### config.mk
export PLATFORM = sky130hd
export DESIGN_NAME = pipe_latch_skid_flat
export DESIGN_NICKNAME = d
export VERILOG_FILES = /design/src/rtl/pipe_latch_skid_if.sv /design/src/rtl/pipe_latch_skid.sv /design/src/flat_wrapper.sv
export SDC_FILE = /design/constraint.sdc
export NUM_CORES = 1
export LEC_CHECK = 0
export ABC_AREA = 1
export CORE_ASPECT_RATIO = 0.6
export CORE_UTILIZATION = 35
export DETAILED_ROUTE_END_ITERATION = 8
export SETUP_SLACK_MARGIN = 0.1
export SYNTH_ARGS = -nofsm -noshare
export SYNTH_HDL_FRONTEND = slang
export SYNTH_SLANG_ARGS = --single-unit
export TNS_END_PERCENT = 5
### constraint.sdc
create_clock -name clk -period 3.7 [get_ports clk]
set_input_delay 0.74 -clock clk [delete_from_list [all_inputs] [get_ports clk]]
set_output_delay 0.74 -clock clk [all_outputs]
set_load 0.03 [all_outputs]
### src/rtl/pipe_latch_skid_if.sv
// Handshake and payload bundle for pipe_latch_skid: upstream valid/ready/data/ctrl,
// downstream valid/ready/data/ctrl, plus flush and the bubble-counter controls.
interface pipe_latch_skid_if #(
    parameter int unsigned DATA_W = 32,
    parameter int unsigned CTRL_W = 8,
    parameter int unsigned CNT_W  = 16
) ();

    logic              flush;
    logic              in_valid;
    logic              in_ready;
    logic [DATA_W-1:0] in_data;
    logic [CTRL_W-1:0] in_ctrl;
    logic              out_valid;
    logic              out_ready;
    logic [DATA_W-1:0] out_data;
    logic [CTRL_W-1:0] out_ctrl;
    logic [CNT_W-1:0]  bubble_cnt;
    logic              clr_cnt;

    // Environment side: drives upstream entries, downstream ready and the controls.
    modport master (
        output flush,
        output in_valid,
        output in_data,
        output in_ctrl,
        output out_ready,
        output clr_cnt,
        input  in_ready,
        input  out_valid,
        input  out_data,
        input  out_ctrl,
        input  bubble_cnt
    );

    // Latch side.
    modport slave (
        input  flush,
        input  in_valid,
        input  in_data,
        input  in_ctrl,
        input  out_ready,
        input  clr_cnt,
        output in_ready,
        output out_valid,
        output out_data,
        output out_ctrl,
        output bubble_cnt
    );

endinterface

### src/rtl/pipe_latch_skid.sv
// Reusable pipeline latch with a main/skid register pair, registered in_ready, synchronous
// flush to a NOP bubble and a saturating bubble counter.
module pipe_latch_skid #(
    parameter int unsigned DATA_W              = 32,
    parameter int unsigned CTRL_W              = 8,
    parameter int unsigned CNT_W               = 16,
    parameter bit          ZERO_DATA_ON_BUBBLE = 1'b0
) (
    input logic               clk,
    input logic               reset,
    pipe_latch_skid_if.slave  bus
);

    typedef enum logic [1:0] {
        StEmpty,
        StOne,
        StFull
    } state_e;

    localparam logic [CNT_W-1:0] CntMax = '1;

    state_e            state_q, state_d;
    logic [DATA_W-1:0] main_data_q, main_data_d;
    logic [CTRL_W-1:0] main_ctrl_q, main_ctrl_d;
    logic [DATA_W-1:0] skid_data_q, skid_data_d;
    logic [CTRL_W-1:0] skid_ctrl_q, skid_ctrl_d;
    logic              in_ready_q, in_ready_d;
    logic [CNT_W-1:0]  cnt_q, cnt_d;

    logic out_valid;
    logic in_xfer;
    logic out_xfer;

    assign out_valid = (state_q != StEmpty);
    assign in_xfer   = bus.in_valid & in_ready_q & ~bus.flush;
    assign out_xfer  = out_valid & bus.out_ready;

    always_comb begin
        state_d     = state_q;
        main_data_d = main_data_q;
        main_ctrl_d = main_ctrl_q;
        skid_data_d = skid_data_q;
        skid_ctrl_d = skid_ctrl_q;

        if (bus.flush) begin
            // Held payloads stay in place; the empty state alone turns them into bubbles.
            state_d = StEmpty;
        end else begin
            unique case (state_q)
                StEmpty: begin
                    if (in_xfer) begin
                        state_d     = StOne;
                        main_data_d = bus.in_data;
                        main_ctrl_d = bus.in_ctrl;
                    end
                end
                StOne: begin
                    if (in_xfer && out_xfer) begin
                        main_data_d = bus.in_data;
                        main_ctrl_d = bus.in_ctrl;
                    end else if (in_xfer) begin
                        state_d     = StFull;
                        skid_data_d = bus.in_data;
                        skid_ctrl_d = bus.in_ctrl;
                    end else if (out_xfer) begin
                        state_d = StEmpty;
                    end
                end
                StFull: begin
                    if (out_xfer) begin
                        state_d     = StOne;
                        main_data_d = skid_data_q;
                        main_ctrl_d = skid_ctrl_q;
                    end
                end
                default: state_d = StEmpty;
            endcase
        end

        // Registered so upstream never sees a combinational path from out_ready.
        in_ready_d = (state_d != StFull);
    end

    always_comb begin
        cnt_d = cnt_q;
        if (bus.clr_cnt) begin
            cnt_d = '0;
        end else if (!out_valid && (cnt_q != CntMax)) begin
            cnt_d = cnt_q + CNT_W'(1);
        end
    end

    always_ff @(posedge clk or posedge reset) begin
        if (reset) begin
            state_q     <= StEmpty;
            main_data_q <= '0;
            main_ctrl_q <= '0;
            skid_data_q <= '0;
            skid_ctrl_q <= '0;
            in_ready_q  <= 1'b1;
            cnt_q       <= '0;
        end else begin
            state_q     <= state_d;
            main_data_q <= main_data_d;
            main_ctrl_q <= main_ctrl_d;
            skid_data_q <= skid_data_d;
            skid_ctrl_q <= skid_ctrl_d;
            in_ready_q  <= in_ready_d;
            cnt_q       <= cnt_d;
        end
    end

    assign bus.in_ready   = in_ready_q;
    assign bus.out_valid  = out_valid;
    assign bus.out_ctrl   = out_valid ? main_ctrl_q : '0;
    assign bus.out_data   = (ZERO_DATA_ON_BUBBLE && !out_valid) ? '0 : main_data_q;
    assign bus.bubble_cnt = cnt_q;

    a_bubble_nop: assert property (@(posedge clk) disable iff (reset)
        !out_valid |-> (bus.out_ctrl == '0));

    a_ready_tracks_state: assert property (@(posedge clk) disable iff (reset)
        in_ready_q == (state_q != StFull));

endmodule
### src/flat_wrapper.sv
// flat-port wrapper written by rule: the top's interface ports become plain ports
module pipe_latch_skid_flat 
#(
    parameter int unsigned DATA_W              = 32,
    parameter int unsigned CTRL_W              = 8,
    parameter int unsigned CNT_W               = 16,
    parameter bit          ZERO_DATA_ON_BUBBLE = 1'b0
)
  (clk, reset, bus_flush, bus_in_valid, bus_in_data, bus_in_ctrl, bus_out_ready, bus_clr_cnt, bus_in_ready, bus_out_valid, bus_out_data, bus_out_ctrl, bus_bubble_cnt);
  pipe_latch_skid_if #(.DATA_W(DATA_W), .CTRL_W(CTRL_W), .CNT_W(CNT_W)) bus_i ();
  input logic clk;
  input logic reset;
  input wire logic [$bits(bus_i.flush)-1:0] bus_flush;
  input wire logic [$bits(bus_i.in_valid)-1:0] bus_in_valid;
  input wire logic [$bits(bus_i.in_data)-1:0] bus_in_data;
  input wire logic [$bits(bus_i.in_ctrl)-1:0] bus_in_ctrl;
  input wire logic [$bits(bus_i.out_ready)-1:0] bus_out_ready;
  input wire logic [$bits(bus_i.clr_cnt)-1:0] bus_clr_cnt;
  output wire logic [$bits(bus_i.in_ready)-1:0] bus_in_ready;
  output wire logic [$bits(bus_i.out_valid)-1:0] bus_out_valid;
  output wire logic [$bits(bus_i.out_data)-1:0] bus_out_data;
  output wire logic [$bits(bus_i.out_ctrl)-1:0] bus_out_ctrl;
  output wire logic [$bits(bus_i.bubble_cnt)-1:0] bus_bubble_cnt;
  assign bus_i.flush = bus_flush;
  assign bus_i.in_valid = bus_in_valid;
  assign bus_i.in_data = bus_in_data;
  assign bus_i.in_ctrl = bus_in_ctrl;
  assign bus_i.out_ready = bus_out_ready;
  assign bus_i.clr_cnt = bus_clr_cnt;
  assign bus_in_ready = bus_i.in_ready;
  assign bus_out_valid = bus_i.out_valid;
  assign bus_out_data = bus_i.out_data;
  assign bus_out_ctrl = bus_i.out_ctrl;
  assign bus_bubble_cnt = bus_i.bubble_cnt;
  pipe_latch_skid #(.DATA_W(DATA_W), .CTRL_W(CTRL_W), .CNT_W(CNT_W), .ZERO_DATA_ON_BUBBLE(ZERO_DATA_ON_BUBBLE)) u_core (.clk(clk), .reset(reset), .bus(bus_i));
endmodule
; ---- Yosys cells after proc, flatten, opt, wreduce, memory -nomap -nowiden
; Index checks and enable logic that the tools add are counted.
[word_totals]
output_inout_bits = 58
reg_bits = 99
elab_cells = 47
[classes]
n_addsub = 1
n_eq_ne = 7
bitwise = 5
n_reduce_logical = 9
mux = 18
[ops]
columns = cell, count
row1 = two-way mux 32 bit, 3
row2 = case mux 32 bit (3 select lines), 1
row3 = two-way mux 16 bit, 2
row4 = two-way mux 8 bit, 4
row5 = case mux 8 bit (3 select lines), 1
row6 = "adder 16 x 1 -> 16 bit, second input constant", 1
row7 = "!= test 16 bit, second input constant", 1
row8 = two-way mux 2 bit, 6
row9 = "!= test 2 x 1 -> 1 bit, second input constant", 3
row10 = case mux 2 bit (3 select lines), 1
row11 = AND reduction 5 bit, 1
row12 = AND reduction 4 bit, 1
row13 = nonzero test 2 bit, 2
row14 = AND 1 bit, 3
row15 = nonzero test 3 bit, 1
row16 = "== test 2 x 1 -> 1 bit, second input constant", 1
row17 = "== test 2 bit, second input constant", 1
row18 = logical AND 1 bit, 2
row19 = zero test 2 bit, 1
row20 = "!= test 2 bit, second input constant", 1
row21 = NOT 1 bit, 2
row22 = zero test 1 bit, 1

; ---- Longest topological paths before layout
[logic_depth]
depth_word = 8
mapped_depth = 10
mapped_depth_nobuf = 9

; ---- Worst setup path after synthesis
; OpenSTA, ideal clock, no wires.
[synth_timing]
path_type = register to output
from = reg u_core.state_q[1]
to = out bus_out_ctrl[0]
required_ns = 2.960
setup_slack_ns = 1.938
stages_incl_launch_ff = 4
arrival_time_ns = 1.022
n_path_buf = 1
path_cell_list = dfrtp_1 nor2_1 buf_4 nor2_1
[synth_via]
elab_chain_cells = 2
[synth_rtl]
columns = element, line_no
row1 = start: declaration, pipe_latch_skid.sv:22  ; state_e state_q, state_d;
row2 = start signal: assignment, pipe_latch_skid.sv:95  ; state_q <= StEmpty;
row3 = start signal: assignment, pipe_latch_skid.sv:103  ; state_q <= state_d;
row4 = nonzero test 2 bit, pipe_latch_skid.sv:34  ; assign out_valid = (state_q != StEmpty);
row5 = two-way mux 8 bit, pipe_latch_skid.sv:115  ; assign bus.out_ctrl = out_valid ? main_ctrl_q : '0;
row6 = end: declaration, flat_wrapper.sv:22  ; output wire logic [$bits(bus_i.out_ctrl)-1:0] bus_out_ctrl;
; Every way passes these cells.

; ---- Final worst setup path
[layout_timing]
from = reg u_core.state_q[1]
to = out bus_out_valid
[layout_via]
elab_chain_cells = 1
[layout_rtl]
columns = element, line_no
row1 = nonzero test 2 bit, pipe_latch_skid.sv:34
row2 = end: declaration, flat_wrapper.sv:20  ; output wire logic [$bits(bus_i.out_valid)-1:0] bus_out_valid;
; Every way passes these cells.

==> results.cfg <==
[clocking]
clk_latency_ps = 340
postCtsSetupBuffers = 0
clkTransAtPathRegs_ps = 70
cts_buffers = 9
cts.sinks = 99
h-tree-depth = 3
cts_resized = 0
ctsHoldBuffers = 0
clock_path_buffers = 2
cts_tree = done
cts_root_buf = clkbuf_16

[floorplanning]
coreArea_um2 = 12400
start_util_pct = 37.0
die_y_um = 90.7
placementRows = 31
dieArea_um2 = 13600
ios = 104
dieWidth_um = 150

[setup_path]
cp-start-kind = register
endpoint_kind = primary output
cp_num_buf_inv = 2
required_ps = 2960
rrSetupSlack_ps = 1310
cp_slowest_stage_delay_ps = 650
reg2reg_from = u_core.state_q[1]
crit_fanout = 11
reg2reg_depth = 8
worstPathCellList = nor2_1 > inv_1 > clkdlybuf4s50_1
crit_family = buffers and inverters
cp_slowest_cell = clkdlybuf4s50_1
r2r-end = u_core.bus.out_data[24]
worstPathArrival_ps = 2280
path_class = reg2out

[worst_hold_path]
holdPathEnd = u_core.bus.out_data[2]
hold_class = reg2reg
hp-start = u_core.bus.out_data[2]
hold_depth = 2

[yosys]
synth_cell_types = 26
ys_ff_latch = 99
synthCells = 576
syn_area_per_cell_um2 = 7.98
syn-num-nets = 623
ys_seq_area_share_pct = 53.9
yosys_warnings = 0
syn_area_um2 = 4590

[finish]
syn_to_final_growth_pct = 32.4
final_cell_mix = nand2_1 (177), clkdlybuf4s50_1 (103), dfrtp_1 (98)
seq_area_um2 = 2480
drive_gt1_share_pct = 5.65
final_common_cell = nand2_1
fin_cells = 838
diodes = 0
n_fill_cell = 1228
multi_input_area_um2 = 1770
fin_nets = 715

[power_and_ir_drop]
ir_worst_vdd_v = 0.000296
total_leakage_power_nw = 2.95
pwr_density_cell_nw_per_um2 = 498

[detailed_routing]
vias_per_cell = 4.71
drt_iter0_drc = 219
vias = 3949
wirelength_um = 10900
wl_per_cell_um = 13.0
drc_errors = 0
firstDrtPassIters = 4
ant_nets = 0

[timing]
tightest_slew_ps = 918
fin_crit_ps = 3020
period_share_pct = 81.6
finalSetupViolCount = 0
fmax_mhz = 331
slew_headroom_pct = 38.8
rsz0062_at_grt = false
whs_ps = 476
tns_ps = 0
hold_viol = 0
skew_ps = 7.99
slew_violations = 0

[place]
port_buffers = 103
placed_cells = 822
finalWeightedCongestion = 0.840
hpwl_um = 7790

[global_routing]
grt_pass1_vias = 3752
grt_usage_pct = 17.2
gr-total-overflow = 0
grt_max_degree = 76
antenna_found_initial = 0
grt_first_pass_wirelength_um = 18500

[job]
cap_violations = 0

[outcome]
status = finished, final reports clean
[cells in the mapped netlist (all sizes together)]
master  instances  area (um2)
nor3            1        10.0
inv            63         236
nand4          15        93.8
a21oi          15        75.1
buf             7        46.3
nand3b          2        15.0
xor2            4        35.0
nand2         179         674
dfrtp          98        2450
o21bai          3        22.5
o21ai         104         521
dfstp           1        26.3
and2            1        6.26
or2             3        18.8
ha              1        12.5
nand3          12        65.1
nor2           46         205
clkbuf         21        78.8
[sequential cells by signal, summed over array words and instances (netlist names)]
signal	cells
u_core.main_ctrl_q	8
u_core.bus.out_data	32
u_core.state_q	2
u_core.skid_ctrl_q	8
u_core.bus.bubble_cnt	16
u_core.skid_data_q	32
u_core.bus.in_ready	1
[routing by layer]
layer	global-route usage, %	wire (um)	share of wire, %
met5	0	0	0
met4	4.46	110	1.0
met3	3.28	481	4.4
met2	26.9	4880	45
met1	24.2	5460	50
[layout make-up]
| cell class | instances | area share [%] |
|---|---|---|
| inverters | 63 | 3.93 |
| well taps | 165 | 3.39 |
| flip-flops and latches | 99 | 40.7 |
| multi-input cells | 386 | 29.1 |
| clock buffers | 9 | 3.70 |
| clock inverters | 7 | 1.48 |
| repair buffers | 109 | 17.7 |
[kinds of logic (layout without fill, tap and decap cells)]
group	count (synthesis)	in the layout	share of synthesized area (%)
simple gates	259	259	23.7
fa+ha+maj	1	1	0.272
compound gates	122	122	13.5
buf+inv	91	188	7.87
xor+xnor	4	4	0.762
flops	99	99	53.9
[through the flow]
stage                     setup slack (ps)  util [%]  total power, mW  cell area [um2]
final                                  679      49.0             3.03             6080
after detailed placement               930      46.5             2.09             5770
after global placement                 992      46.5             2.07             5770
after floorplan                        371         -             1.79             4590
after CTS                              648      49.0             3.07             6080
after global routing                   518      49.0             3.20             6080
[how the worst max path moves through the flow]
stage                           start  depth (start not counted)                       end
CTS                 u_core.state_q[1]                          3             bus_out_valid
detailed placement          bus_flush                          8   u_core.bus.out_data[24]
global placement            bus_flush                          8   u_core.bus.out_data[22]
global route        u_core.state_q[1]                          3             bus_out_valid
floorplan                       reset                          1  u_core.bus.bubble_cnt[0]
finish              u_core.state_q[1]                          3             bus_out_valid
[worst min-delay path, stage by stage, from the launching register on]
cell and delay (ps):
dfrtp_1 340, nand2_1 50, nand2_1 50
[power breakdown]
part / internal, mW / leakage, nW / switching, mW / total, mW
Sequential: 1.29 / 1.26 / 0.103 / 1.39
Combinational: 0.283 / 1.54 / 0.385 / 0.668
Clock: 0.541 / 0.154 / 0.430 / 0.971
Total: 2.11 / 2.95 / 0.919 / 3.03
Power figures use the tool's default switching activity.
